==> src/rtl/chess_clock_multi.sv <==
// chess_clock_multi
//   Multi-player (2..8) game clock. Each player owns a seconds counter that
//   counts down only while that player is active. A turn press rotates the
//   move round-robin and, when CHESS_CLOCK_INCREMENT_EN is defined, adds a
//   Fischer increment to the player who just moved.
//
//   Optional feature macro: CHESS_CLOCK_INCREMENT_EN
//
// Ports
//   i_clk_50m   system clock
//   i_rst       asynchronous active-high reset
//   i_start     one-cycle pulse: load times and start the game
//   i_turn      one-cycle pulse: active player ends the move
//   i_pause     level: freezes the clock while high
//   i_init_sec  initial seconds per player (sampled on i_start)
//   i_inc_sec   Fischer increment in seconds (sampled on i_start)
//   o_time      flat time bus, player k at [k*P_TIME_W +: P_TIME_W]
//   o_active    one-hot active player
//   o_flag      sticky out-of-time flags
//   o_running   high while in RUN
module chess_clock_multi #(
  parameter int P_PLAYERS = 2,
  parameter int P_DIVIDER = 50_000_000,
  parameter int P_TIME_W  = 13
) (
  input  logic                            i_clk_50m,
  input  logic                            i_rst,
  input  logic                            i_start,
  input  logic                            i_turn,
  input  logic                            i_pause,
  input  logic [P_TIME_W-1:0]             i_init_sec,
  input  logic [7:0]                      i_inc_sec,
  output logic [P_PLAYERS*P_TIME_W-1:0]   o_time,
  output logic [P_PLAYERS-1:0]            o_active,
  output logic [P_PLAYERS-1:0]            o_flag,
  output logic                            o_running
);

  localparam int PW = (P_DIVIDER > 1) ? $clog2(P_DIVIDER) : 1;
  localparam int AW = $clog2(P_PLAYERS);

  typedef enum logic [1:0] {IDLE, RUN, PAUSE, FLAG} state_t;

  state_t                state_q, state_d;
  logic [PW-1:0]         presc_q, presc_d;
  logic [P_TIME_W-1:0]   time_q [P_PLAYERS];
  logic [P_TIME_W-1:0]   time_d [P_PLAYERS];
  logic [AW-1:0]         act_q, act_d;
  logic [P_PLAYERS-1:0]  active_q;
  logic [P_PLAYERS-1:0]  flag_q, flag_d;
  logic                  running_q;

  logic                  tick;
  logic [P_TIME_W:0]     cur_ext;
  logic [P_TIME_W:0]     dec_ext;
  logic [P_TIME_W-1:0]   turn_time;
  logic [AW-1:0]         act_next;

`ifdef CHESS_CLOCK_INCREMENT_EN
  logic [7:0]            inc_q, inc_d;
  logic [P_TIME_W:0]     sum_ext;
`else
  logic                  unused_inc;
  assign unused_inc = ^i_inc_sec;
`endif

  always_comb begin
    tick     = (state_q == RUN) && !i_pause && (presc_q == PW'(P_DIVIDER - 1));
    cur_ext  = {1'b0, time_q[act_q]};
    // Decrement saturates at 0 so a zero load flags instead of wrapping.
    dec_ext  = (tick && (cur_ext != '0)) ? cur_ext - 1'b1 : cur_ext;
    act_next = (act_q == AW'(P_PLAYERS - 1)) ? '0 : act_q + 1'b1;
`ifdef CHESS_CLOCK_INCREMENT_EN
    sum_ext   = dec_ext + (P_TIME_W + 1)'(inc_q);
    turn_time = sum_ext[P_TIME_W] ? '1 : sum_ext[P_TIME_W-1:0];
`else
    turn_time = dec_ext[P_TIME_W-1:0];
`endif
  end

  always_comb begin
    state_d = state_q;
    presc_d = presc_q;
    time_d  = time_q;
    act_d   = act_q;
    flag_d  = flag_q;
`ifdef CHESS_CLOCK_INCREMENT_EN
    inc_d   = inc_q;
`endif
    if (i_start) begin
      for (int unsigned k = 0; k < P_PLAYERS; k++) time_d[k] = i_init_sec;
`ifdef CHESS_CLOCK_INCREMENT_EN
      inc_d   = i_inc_sec;
`endif
      flag_d  = '0;
      act_d   = '0;
      presc_d = '0;
      state_d = i_pause ? PAUSE : RUN;
    end else begin
      unique case (state_q)
        IDLE: presc_d = '0;
        RUN: begin
          if (i_pause) begin
            state_d = PAUSE;
          end else if (dec_ext == '0) begin
            // Running out of time beats a simultaneous turn.
            time_d[act_q] = '0;
            flag_d[act_q] = 1'b1;
            state_d       = FLAG;
          end else if (i_turn) begin
            time_d[act_q] = turn_time;
            act_d         = act_next;
            presc_d       = '0;
          end else begin
            time_d[act_q] = dec_ext[P_TIME_W-1:0];
            presc_d       = tick ? '0 : presc_q + 1'b1;
          end
        end
        PAUSE: if (!i_pause) state_d = RUN;
        FLAG:  ;
        default: state_d = IDLE;
      endcase
    end
  end

  always_ff @(posedge i_clk_50m or posedge i_rst) begin
    if (i_rst) begin
      state_q   <= IDLE;
      presc_q   <= '0;
      time_q    <= '{default: '0};
      act_q     <= '0;
      active_q  <= P_PLAYERS'(1);
      flag_q    <= '0;
      running_q <= 1'b0;
`ifdef CHESS_CLOCK_INCREMENT_EN
      inc_q     <= '0;
`endif
    end else begin
      state_q   <= state_d;
      presc_q   <= presc_d;
      time_q    <= time_d;
      act_q     <= act_d;
      active_q  <= P_PLAYERS'(1) << act_d;
      flag_q    <= flag_d;
      running_q <= (state_d == RUN);
`ifdef CHESS_CLOCK_INCREMENT_EN
      inc_q     <= inc_d;
`endif
    end
  end

  always_comb begin
    for (int unsigned k = 0; k < P_PLAYERS; k++) o_time[k*P_TIME_W +: P_TIME_W] = time_q[k];
  end

  assign o_active  = active_q;
  assign o_flag    = flag_q;
  assign o_running = running_q;

endmodule

==> config.mk <==
export PLATFORM = sky130hd
export DESIGN_NAME = chess_clock_multi
export DESIGN_NICKNAME = d
export VERILOG_FILES = /design/src/rtl/chess_clock_multi.sv
export SDC_FILE = /design/constraint.sdc
export NUM_CORES = 1
export LEC_CHECK = 0
export ABC_CLOCK_PERIOD_IN_PS = 5800
export CORE_UTILIZATION = 40
export DETAILED_ROUTE_END_ITERATION = 8
export GPL_ROUTABILITY_DRIVEN = 0
export PLACE_DENSITY = 0.63
export SLEW_MARGIN = 20
export SYNTH_ARGS = -nofsm -noshare
export SYNTH_HDL_FRONTEND = slang
export SYNTH_SLANG_ARGS = --single-unit
==> constraint.sdc <==
create_clock -name i_clk_50m -period 5.8 [get_ports i_clk_50m]
set_clock_uncertainty 0.15 [all_clocks]
set_input_delay 1.16 -clock i_clk_50m [delete_from_list [all_inputs] [get_ports i_clk_50m]]
set_output_delay 1.16 -clock i_clk_50m [all_outputs]
set_load 0.01 [all_outputs]
==> metrics.log <==
INFO  metric status = finished clean
INFO  metric maxSlewViolCount = 0
INFO  metric die-area = 10150 µm²
INFO  metric pwr-share-comb = 29.1%
INFO  metric critPathSlowestCell = or3_1
INFO  metric pwr-share-seq = roughly two fifths
INFO  metric drt_first_iter_violations = between 100 and 150
INFO  metric worst-slew-pin-transition = roughly 0.97 ns
INFO  metric worst-endpoint-required = 5.89 ns
INFO  metric drt_drc_violations_left = 0
INFO  metric syn_to_final_growth = 19.48%
INFO  metric antenna_violations_before_repair = 0
INFO  metric cts.reportedPaths.clkPinSlew = 0.07 ns
INFO  metric cpPeakStageDelay = around 0.62 ns
INFO  metric hold_path_class = register to register
INFO  metric ys_async_rst_share = 100.0%
INFO  metric dr_vias = 3560
INFO  metric global_route.usage.total = 21.82%
INFO  metric grt_first_pass_wirelength = approximately 17000 µm
INFO  metric core_region_area = 9328 µm²
INFO  metric postSynth.topFlopCell = dfrtp_1
INFO  metric detail_route.wl_per_cell = ~17 µm
INFO  metric rsz0062_at_grt = no
INFO  metric internal_power = 846.0 µW
INFO  metric smallest_hold_slack = 0.3643 ns
INFO  metric switching_share = 33.14%
INFO  metric drive_gt1_share = a little under a tenth
INFO  metric synth_seq_area_share = 37.90%
INFO  metric floorplan.initialDensity = 41.80%
INFO  metric post_synth_num_cell_types = 63
INFO  metric layout.nets = between 500 and 600
INFO  metric timing.critical_path.buf_inv = 1
INFO  metric max_cap_viols = 0
INFO  metric cts_hold_buf = 0
INFO  metric clk_latency = 0.35 ns
INFO  metric fmaxAchievable = roughly 230 MHz
INFO  metric arrival = 4.46 ns
INFO  metric worstSetupStartpointType = input pin
INFO  metric grt_overflow = 0
INFO  metric cts_htree_levels = 3
INFO  metric power_density = about 270 nW/µm²
INFO  metric worstPathCellList = clkdlybuf4s50_1 -> nor2b_1 -> and4_1 -> nand2_1 -> or2_2 -> nor4_1 -> xor2_1 -> and4_1 -> or3_1 -> o41ai_1
INFO  metric ys_seq_elements = 59
INFO  metric synth.net_count = 475
INFO  metric fin_crit_sh = 75.47%
INFO  metric drt_wl_total = 10150 µm
INFO  metric critical_path_peak_fanout = 15
INFO  metric finalSetupViolCount = 0
INFO  metric firstDrtPassIters = 4
INFO  metric cp_common_cell = and4_1
INFO  metric clkPwrFrac = 32.3%
INFO  metric clockBufferDepth = 2
INFO  metric critical_path_class = input pin to register
INFO  metric buffer_ports.inserted = 48
INFO  metric timing.max_slew.rel_slack = 35.35%
INFO  metric die_height = 100.7 µm
INFO  metric fin_crit = 4.377 ns
INFO  metric vias_per_cell = 5.798
INFO  metric finalInstanceArea = about 4700 µm²
INFO  metric cts_tree = built
INFO  metric element_type_at_the_critical_path_end = register
INFO  metric io-pin-count = between 50 and 60
INFO  metric design_power_total = roughly 1.3 mW
INFO  metric total_leakage_power = about 1.8 nW
INFO  metric power_switching = 419.4 µW
INFO  metric ys.warnings.count = 0
INFO  metric timing.final.hold_violations = 0
INFO  metric syn-instance-count = 443
INFO  metric placedInstanceArea = roughly 4500 µm²
INFO  metric antenna_left = 0
INFO  metric syn-cell-area = 3899 µm²
INFO  metric average_instance_area_after_synthesis = 8.801 µm²
INFO  metric numClockSinks = 59
INFO  metric cts.root.buffer_cell = clkbuf_8
INFO  metric antenna_diode_count = 0
INFO  metric post-cts-setup-buffer-count = 0
INFO  metric largest_net_degree_at_the_start_of_global_routing = 60
INFO  metric number_of_buffers_inserted_during_clock_tree_synthesis = 9
INFO  metric timing.critical_path.max_delay_family = simple AND/OR/NAND/NOR gates
INFO  metric post_cts.resized_instances = 0
INFO  metric post_synth_edffs = 0
INFO  metric totalNegativeSetupSlack = 0 ns
INFO  metric fin_util = around 50%
INFO  metric half_perimeter_wire_length_after_placement = 6887 µm
INFO  metric grt_pass1_vias = roughly 3600
INFO  metric worst_ir_drop_vdd = 0.1427 mV
INFO  metric fp.dieW = 100.7 µm
INFO  metric placementRows = 35
==> Yosys cell counts (5+ instances only) <==
cell / number / area share, %
dfrtp_1: 58 / 37
nor2_1: 55 / 5.3
nand2_1: 34 / 3.3
a21oi_1: 27 / 3.5
nand3_1: 19 / 2.4
o21ai_0: 17 / 2.2
clkbuf_1: 14 / 1.3
mux2i_1: 14 / 3.6
inv_1: 12 / 1.2
a211oi_1: 10 / 1.9
nor3_1: 10 / 1.3
o211ai_1: 10 / 1.9
buf_2: 9 / 1.2
xnor2_1: 9 / 2.0
xor2_1: 9 / 2.0
mux2_2: 8 / 2.3
nand2b_1: 8 / 1.3
nor4_1: 8 / 1.3
a22o_1: 7 / 1.6
and3_1: 7 / 1.1
a221o_1: 6 / 1.5
ha_1: 6 / 1.9
and2_1: 5 / 0.80
nand4_1: 5 / 0.80
o21ai_1: 5 / 0.64
o22ai_1: 5 / 0.80
o311ai_0: 5 / 1.1
o31ai_2: 5 / 1.6
==> placed cells by master, fill, tap and decap left out, drive strengths merged, types with 4 or more instances in the layout <==
cell	synthesis	layout
a221o	6	6
ha	6	6
nand3	19	19
o211ai	10	10
o31ai	6	6
clkdlybuf4s50	0	48
xor2	9	9
buf	13	5
o41ai	4	4
and3	7	7
nand4	5	5
a211oi	10	10
nor3b	4	4
nand2b	8	8
o21ai	22	22
clkbuf	14	10
clkinv	0	4
a31oi	4	4
mux2	8	8
nor4	8	8
a22o	7	7
a21oi	27	27
o311ai	5	5
o22ai	5	5
nand2	34	34
and2	5	5
mux2i	14	14
nor3	13	13
dfrtp	58	58
inv	13	13
xnor2	9	9
and4	4	4
nor2	55	55
==> state kept, by name (all words and copies together), names as in the netlist <==
register	cells
o_time	26
presc_q	26
o_active	1
o_running	1
act_q	1
state_q	2
o_flag	2
==> layer usage <==
metal	global-route usage [%]	share of wire, %	vias to the layer above
li1	-	-	1719
met1	28.35	45	1750
met2	36.51	49	80
met3	5.132	4.3	11
met4	5.686	1.1	0
met5	0	0	-
==> cells by family (layout without fill, tap and decap cells) <==
kind of cell             after synthesis  in the layout  share of synthesized area (%)
AND/OR/NAND/NOR                      180            180                          23.88
adder cells (fa/ha/maj)                6              6                          1.925
flip-flops                            59             59                          37.90
AO/OA/AOI/OAI                        118            118                          21.82
multiplexers                          22             22                          5.905
XOR/XNOR                              18             18                          4.044
buffers and inverters                 40             82                          4.525
==> final cells by class <==
type | count | area, µm²
fillers | 913 | 4669
multi-input cells | 344 | 2245
clock inverters | 6 | 80.08
well taps | 129 | 161.4
flip-flops and latches | 59 | 1478
clock buffers | 10 | 127.6
repair buffers | 53 | 518.0
inverters | 13 | 48.80
==> power groups by stage <==
stage          combinational (mW)  clock [mW]  sequential (mW)
2_1_floorplan               0.237           0            0.495
3_5_place_dp                0.366           0            0.495
6_report                    0.369       0.409            0.488
3_3_place_gp                0.359           0            0.494
4_1_cts                     0.369       0.420            0.488
5_1_grt                     0.411       0.440            0.493
==> through the flow <==
stage,instances,worst slack [ns]
final,614,1.423
after global routing,614,1.106
after CTS,614,1.395
after detailed placement,598,1.033
after global placement,598,1.069
after floorplan,443,1.939
==> worst paths after layout <==
| check | slack, ns | cells after the start | to | start |
|---|---|---|---|---|
| min reg2reg | 0.36 | 1 | presc_q[19] | presc_q[19] |
| max in group asynchronous | 3.79 | 3 | presc_q[2] | i_rst |
| min | 0.36 | 1 | presc_q[19] | presc_q[19] |
| max | 1.42 | 10 | presc_q[18] | i_pause |
| min in group asynchronous | 1.20 | 3 | o_time[3] | i_rst |
| max reg2reg | 1.47 | 10 | presc_q[18] | act_q |
Note: power is estimated with default switching activity, not from simulation.
==> variant (config.mk and constraints unchanged) <==
Re-encode `state_t` (4 states) as Gray code, 2 bits wide.
--- a/src/rtl/chess_clock_multi.sv
+++ b/src/rtl/chess_clock_multi.sv
@@ -39,7 +39,7 @@
   localparam int PW = (P_DIVIDER > 1) ? $clog2(P_DIVIDER) : 1;
   localparam int AW = $clog2(P_PLAYERS);
 
-  typedef enum logic [1:0] {IDLE, RUN, PAUSE, FLAG} state_t;
+  typedef enum logic [1:0] {IDLE = 2'b00, RUN = 2'b01, PAUSE = 2'b11, FLAG = 2'b10} state_t;
 
   state_t                state_q, state_d;
   logic [PW-1:0]         presc_q, presc_d;
Function: no difference found for any inputs over 4 cycles, from zero or initial values and one cycle with i_rst high; so few cycles prove little.
==> variant against the unedited design <==
  * Setup slack lost 0.38 ns
  * Sequential cell count is the same
  * Routed wire length grew 4.3%
  * Total power shrank 8.7%
  * Design area grew 1.0%
  * Largest power group unchanged
  * Core utilization grew 0.27 points
  * Critical path type unchanged
  * Area after synthesis grew 0.39%
  * Cell count shrank 2.3%
==> variant: results (changes against the unedited design) <==
* Result of the run: finished clean
* Worst hold path cell count: 2 (+1)
* Clock root cell: sky130_fd_sc_hd__clkbuf_8
* Maximum buffer depth of the clock tree: 2 (unchanged)
- After synthesis, the most frequently instantiated cells are sky130_fd_sc_hd__dfrtp_1 (58), sky130_fd_sc_hd__nor2_1 (30), sky130_fd_sc_hd__o21ai_0 (30).
- The count of TritonRoute iterations in the first routing pass was 5 (+1).
- Total routing usage reported by global routing: 22.29% (+0.47 points)
- Largest incremental delay on the critical path: 0.51 ns (-0.11 ns)
- The number of gates resized after cts came to 0 (unchanged).
- ANT cells: 0 (unchanged)
* Worst reg-to-reg path cell count: 11 (+1)
- Synthesis warning total: 0 (unchanged)
* Total nets after synthesis: 459 (-3.4%)
- The sequential-to-total area share from yosys stat was 37.76% (-0.15 points).
* Row cnt: 35 (unchanged)
- Worst path slowest cell: sky130_fd_sc_hd__clkdlybuf4s50_1
* Class of the tightest hold or removal check: flip-flop to flip-flop
- Static power due to leakage: 1.747 nW (-1.0%)
* Post-CTS Setup Inserts: 0 (unchanged)
* Most area-consuming cells after synthesis: sky130_fd_sc_hd__dfrtp_1 (37%), sky130_fd_sc_hd__o31ai_2 (4.2%), sky130_fd_sc_hd__o21ai_0 (3.8%)
- Number of global-route vias before repair: 3392 (-4.5%)
- Iteration-0 DRC count of the detailed router: 244 (+79%)
- Measured slew at the worst slew-check pin: 0.9188 ns (-0.05096 ns)
- The wire length of the first global-routing pass was 17770 microns (+1.9%).
- The post-detailed-placement half-perimeter wirelength was 7228 microns (+5.0%).
* Routed vias/inst: 6.018 (+3.8%)
- The per-cell routed wire length came to 17.65 microns (+6.7%).
- The area after detailed placement came to 0.004479 sq mm (+0.65%).
- The largest driver fanout on the critical path is 26 (+11).
- The average footprint of a synthesized cell is 9.102 sq um (+3.4%).
- Count of distinct cell types in the synthesized netlist: 62 (-1.6%)
* Number of cells in the finished layout apart from fillers: 600 (-2.3%)
* Net count, final: 495 (-3.3%)
* Worst hold margin: 0.3507 ns (-0.01359 ns)
- Share of layout cells above drive strength 1: 11.89% (+2.4 points)
- DP Cell Count: 584 (-2.3%)
- The worst IR drop on VDD is 0.1479 mV (+3.7%).
- # fillers: 941 (+3.1%)
- The power density over the cells was 245.6 mW/mm^2 (-9.6%).
- The arrival time at the worst endpoint is 4.86 ns (+0.40 ns).
* CTS clock-pin slew for the worst setup and hold paths: 0.08 ns
* Reg2Reg Setup Slack: 1.12 ns (-0.35 ns)
[variant: stage by stage]
stage / setup slack, ns / power, mW
3_5_place_dp: 0.7076 / 0.7334
5_1_grt: 0.6151 / 1.217
3_3_place_gp: 0.8326 / 0.7280
4_1_cts: 1.076 / 1.167
6_report: 1.046 / 1.156
2_1_floorplan: 1.456 / 0.6266
[variant: worst paths after layout]
kind | start | to
worst min-delay path | o_flag[1] | o_flag[1]
worst max-delay path | i_pause | presc_q[1]
max in group asynchronous | i_rst | act_q
worst max register to register | act_q | presc_q[1]
min in group asynchronous | i_rst | o_time[5]
worst min register to register | o_flag[1] | o_flag[1]
[variant: final cells by class]
| class | count | share of cell area [%] |
|---|---|---|
| repair buffers | 57 | 11.65 |
| clock buffers | 10 | 2.925 |
| well taps | 129 | 3.430 |
| inverters | 6 | 0.4786 |
| multi-input cells | 333 | 48.23 |
| clock inverters | 6 | 1.888 |
| flip-flops and latches | 59 | 31.40 |
[variant: where the power goes]
| part | internal (mW) | leakage, nW | switching (mW) |
|---|---|---|---|
| clock | 0.253 | 0.108 | 0.177 |
| sequential | 0.436 | 0.757 | 0.0420 |
| combinational | 0.120 | 0.881 | 0.128 |
[variant: kinds of logic (layout without fill, tap and decap cells)]
family	Yosys count	in the layout	synth area share [%]
compound gates	142	142	26.66
xor+xnor	12	12	2.685
fa+ha+maj	3	3	0.9592
buf+inv	38	79	4.251
flops	59	59	37.76
mux	17	17	4.444
simple gates	159	159	23.24
[variant: per-layer routing]
| layer | track usage (%) | routed length (microns) | vias up |
|---|---|---|---|
| li1 | - | - | 1725 |
| met1 | 32.80 | 5133 | 1758 |
| met2 | 32.88 | 4769 | 109 |
| met3 | 4.577 | 558 | 19 |
| met4 | 6.355 | 130 | 0 |
| met5 | 0 | 0 | - |
[variant: worst register-to-register path, stage by stage, from the launching register on]
cell	delay (ns)
sky130_fd_sc_hd__dfrtp_1	0.84
sky130_fd_sc_hd__mux2i_1	0.50
sky130_fd_sc_hd__ha_1	0.44
sky130_fd_sc_hd__nor4b_1	0.34
sky130_fd_sc_hd__o22a_1	0.27
sky130_fd_sc_hd__nand4b_1	0.14
sky130_fd_sc_hd__xnor2_1	0.40
sky130_fd_sc_hd__o2111a_1	0.36
sky130_fd_sc_hd__and3_1	0.39
sky130_fd_sc_hd__buf_4	0.36
sky130_fd_sc_hd__nand2b_1	0.21
sky130_fd_sc_hd__mux2i_1	0.21
